<file path="config.mk">
export PLATFORM = sky130hd
export DESIGN_NAME = mux_arbiter
export DESIGN_NICKNAME = d
export VERILOG_FILES = /design/src/rtl/mux_arbiter.sv
export SDC_FILE = /design/constraint.sdc
export NUM_CORES = 1
export LEC_CHECK = 0
export BUFFER_PORTS_ARGS = -buffer_cell sky130_fd_sc_hd__buf_4
export CORE_MARGIN = 5
export CORE_UTILIZATION = 52
export CTS_CLUSTER_SIZE = 10
export DETAILED_ROUTE_END_ITERATION = 12
export PLACE_DENSITY_LB_ADDON = 0.12
export SLEW_MARGIN = 30
export SYNTH_ARGS = -nofsm -noshare
export SYNTH_HDL_FRONTEND = slang
export SYNTH_SLANG_ARGS = --single-unit
</file>
<file path="constraint.sdc">
create_clock -name Clock -period 2.6 [get_ports Clock]
set_input_delay 0.39 -clock Clock [delete_from_list [all_inputs] [get_ports Clock]]
set_output_delay 0.39 -clock Clock [all_outputs]
set_load 0.01 [all_outputs]
</file>
<file path="src/rtl/mux_arbiter.sv">
// mux_arbiter: two-source arbiter owning the select of an 8-bit 2:1 mux,
// with a minimum grant dwell and a registered output word.
// Optional build macro: MUX_ARB_FIXED_PRI_EN gives source A fixed priority
// instead of round-robin.
module mux_arbiter #(
    parameter int WIDTH = 8,
    parameter int DWELL = 4
) (
    input  logic             Clock,
    input  logic             Resetn,
    input  logic [1:0]       Req,
    input  logic [WIDTH-1:0] DataA,
    input  logic [WIDTH-1:0] DataB,
    output logic [1:0]       Grant,
    output logic             Sel,
    output logic [WIDTH-1:0] Out,
    output logic             Valid,
    output logic             Switch
);

    typedef enum logic [1:0] {
        IDLE  = 2'd0,
        GNT_A = 2'd1,
        GNT_B = 2'd2
    } state_t;

    localparam logic [7:0] CNT_LOAD = 8'(DWELL - 1);

    state_t     state;
    state_t     nxt;
    logic [7:0] cnt;
    logic       expired;
    logic       enter;
    logic       take_a;
    logic       take_b;

`ifndef MUX_ARB_FIXED_PRI_EN
    logic       last_b;
`endif

    assign expired = (cnt == 8'd0);
    assign enter   = (nxt != state) && (nxt != IDLE);

`ifdef MUX_ARB_FIXED_PRI_EN
    // A wins every arbitration point it requests; B only when A is quiet
    always_comb begin
        take_a = Req[0];
        take_b = Req[1] & ~Req[0];
    end
`else
    // on contention the source that did not hold the grant last wins
    always_comb begin
        take_a = Req[0] & (~Req[1] | last_b);
        take_b = Req[1] & (~Req[0] | ~last_b);
    end
`endif

    // next grant: free choice in IDLE or once the dwell has run out
    always_comb begin
        nxt = state;
        unique case (state)
            IDLE: begin
                if (take_a) begin
                    nxt = GNT_A;
                end else if (take_b) begin
                    nxt = GNT_B;
                end
            end
            GNT_A, GNT_B: begin
                if (expired) begin
                    if (take_a) begin
                        nxt = GNT_A;
                    end else if (take_b) begin
                        nxt = GNT_B;
                    end else begin
                        nxt = IDLE;
                    end
                end
            end
            default: nxt = IDLE;
        endcase
    end

    // state, dwell counter and all registered outputs
    always_ff @(posedge Clock or negedge Resetn) begin
        if (!Resetn) begin
            state  <= IDLE;
            cnt    <= 8'd0;
            Grant  <= 2'b00;
            Sel    <= 1'b0;
            Out    <= '0;
            Valid  <= 1'b0;
            Switch <= 1'b0;
`ifndef MUX_ARB_FIXED_PRI_EN
            last_b <= 1'b1;
`endif
        end else begin
            state <= nxt;
            Grant <= {nxt == GNT_B, nxt == GNT_A};

            // reload only on a fresh grant; a kept grant re-arbitrates each cycle
            if (enter) begin
                cnt <= CNT_LOAD;
            end else if (!expired) begin
                cnt <= cnt - 8'd1;
            end

            if (nxt != IDLE) begin
                Sel <= (nxt == GNT_B);
            end

`ifndef MUX_ARB_FIXED_PRI_EN
            if (enter) begin
                last_b <= (nxt == GNT_B);
            end
`endif

            Switch <= ((state == GNT_A) && (nxt == GNT_B)) ||
                      ((state == GNT_B) && (nxt == GNT_A));

            // data follows the select that was already in effect this cycle
            if (state != IDLE) begin
                Out   <= Sel ? DataB : DataA;
                Valid <= 1'b1;
            end else begin
                Valid <= 1'b0;
            end
        end
    end

endmodule

</file>
==> impl_metrics.toml <==
[outcome]
status = "finished clean"

[detailed_routing]
ant_nets = 0
routedWlPerCell_microns = 14.1
drt_iter0_drc = 52
avgViaCountPerCell = 5.49
firstDrtPassIters = 4
drc = 0
drt_wl_total_mm = 2.76
via_count = 1070

[sta]
relSlewSlack = 0.640
setup_violations = 0
hold_viol_final = 0
tightestPinTransition_ns = 0.540
drv_slew = 0
rsz0062_at_grt = "false"
fmax_mhz = 418
tns_ns = 0
skew_ns = 0.0108
finalCriticalPeriod_ns = 2.39
fin_crit_sh = 0.920

[final_layout]
final_cell_mix = "buf_4 (34), dfrtp_1 (23), nand2_1 (14)"
n_fill_cell = 206
final_util = 0.676
multi_input_area_sq_um = 693
area_growth_pct = 24.6
regArea_sq_um = 602
nets = 192
final_common_cell = "buf_4"
diodes = 0
finish.instance_area_sq_mm = 0.00166
drive_gt1_frac = 0.315

[critical_path]
reg2reg_from = "cnt[0]"
crit_fanout = 6
crit_required_ns = 2.80
worst_setup_path_start_kind = "flop"
arrival_ns = 2.60
startpoint = "cnt[0]"
crit_type = "flop to flop"
cp-end-kind = "flop"

[floorplanning]
die_w_microns = 60.6
io-pin-count = 33
num_rows = 18
start_util = 0.543
die-area_sq_mm = 0.00367
core_sq_mm = 0.00245
die_h_microns = 60.6

[clock_tree]
cts_buffer_depth = 2
path_clk_slew_ns = 0.13
cts_root_buf = "clkbuf_4"
cts-buffers-inserted = 3
cts_max_level = 1
insertion_delay_ns = 0.32
postCtsSetupBuffers = 0
cts_tree = "done"
clock_sinks = 24

[synth]
syn_area_per_cell_sq_um = 10.3
ys_ff_latch = 24
synthesis.nets = 155
netlist_area_sq_mm = 0.00133
seq_area_frac_synth = 0.452
synth_edf_count = 0
async_reset_ff_frac = 1.00
ys_warn_count = 0
syn_inst = 129
synth_flop_cell = "dfrtp_1"
ys_types = 41

[grt]
track_usage = 0.165
met3_usage = 0.0447
grt_first_pass_wirelength_mm = 4.55
grt_pass1_vias = 1038
use_met2 = 0.292
grt_start_max_net_pins = 25
grt.busiest_layer = "met2"
antenna_found_initial = 0
met1_usage = 0.192
grt-ovfl-total = 0

[pwr]
vdd_drop_max_mv = 0.897
pwr_density_cell_mw_per_mm2 = 1260
p_leak_nw = 0.788
total_power_mw = 2.09

[flow_run]
drv_cap = 0

[placed_design]
port_buffers = 32
place_area_sq_mm = 0.00161
place.gp.congestion = 0.847
place_hpwl_mm = 2.17

[hold_path]
hp-start = "DataA[3]"
hold_class = "input pin to flop"
synthesized netlist by cell type, types with 2 or more instances:
master    instances  share of area
nor3b_1           2          0.011
inv_1             7          0.020
mux2i_1           9          0.068
o21ai_0          11          0.041
o21ai_2           2          0.013
nand3_1           3          0.011
nor2_1            4          0.011
xnor2_1           2          0.013
dfrtp_1          23           0.43
o21a_1            3          0.017
and3_1            3          0.014
xor2_1            3          0.020
ha_1              6          0.056
a21oi_1           8          0.030
nand2_1          14          0.039
o31a_1            2          0.013
clkbuf_1          3         0.0085
power breakdown:
group	switching [mW]	internal [mW]	leakage (nW)	total, mW
clock	0.107	0.0856	0.0210	0.193
combinational	0.606	0.569	0.468	1.17
sequential	0.166	0.552	0.299	0.718
total	0.879	1.21	0.788	2.09
through the flow:
stage | setup slack, ns | hold WS (ns) | std cells
2_1_floorplan | 0.445 | 0.0944 | 129
3_3_place_gp | 0.326 | 0.299 | 190
3_5_place_dp | 0.244 | 0.305 | 190
4_1_cts | 0.225 | 0.363 | 195
5_1_grt | 0.0921 | 0.362 | 195
6_report | 0.208 | 0.364 | 195
final timing paths:
check / slack (ns) / end / depth (start not counted)
min: 0.36 / Out[3] / 3
min in group asynchronous: 0.47 / cnt[1] / 2
max reg2reg: 0.21 / cnt[4] / 7
min reg2reg: 0.50 / Out[3] / 2
max: 0.21 / cnt[4] / 7
max in group asynchronous: 1.84 / last_b / 2
final cells by class:
cell class / count / share of cell area
multi-input combinational: 95 / 0.417
sequential: 24 / 0.362
clock buffer: 4 / 0.0219
timing repair buffer: 35 / 0.160
tap: 30 / 0.0226
inverter: 7 / 0.0158
logic make-up after synthesis:
kind of cell,after synthesis,synth area share
XOR/XNOR,5,0.0329
flip-flops,24,0.452
AO/OA/AOI/OAI,36,0.200
adder cells (fa/ha/maj),6,0.0563
buffers and inverters,10,0.0282
AND/OR/NAND/NOR,38,0.155
multiplexers,10,0.0761
registers in the layout, summed over array words and instances, names as in the netlist:
| name | cells |
|---|---|
| Sel | 1 |
| Switch | 1 |
| Valid | 1 |
| Out | 8 |
| Grant | 2 |
| state | 2 |
| last_b | 1 |
| cnt | 8 |
worst max-delay path: stages (launching register included):
cell	delay (ns)
dfrtp_1	0.43
inv_1	0.13
ha_1	0.17
or3b_2	0.51
o31a_1	0.32
o31a_1	0.29
o2bb2ai_2	0.30
a21oi_1	0.12
what timing repair did:
action | in CTS | in global routing
hold endpoints to repair | 23 | 0
gates resized for setup | 0 | 0
hold buffers | 1 | 0
routing by layer:
metal  routed length, microns  up-vias
li1                         -      532
met5                        0        -
met2                     1350       39
met4                       42        0
met3                      264        6
met1                     1100      493
Power figures use the tool's default switching activity.
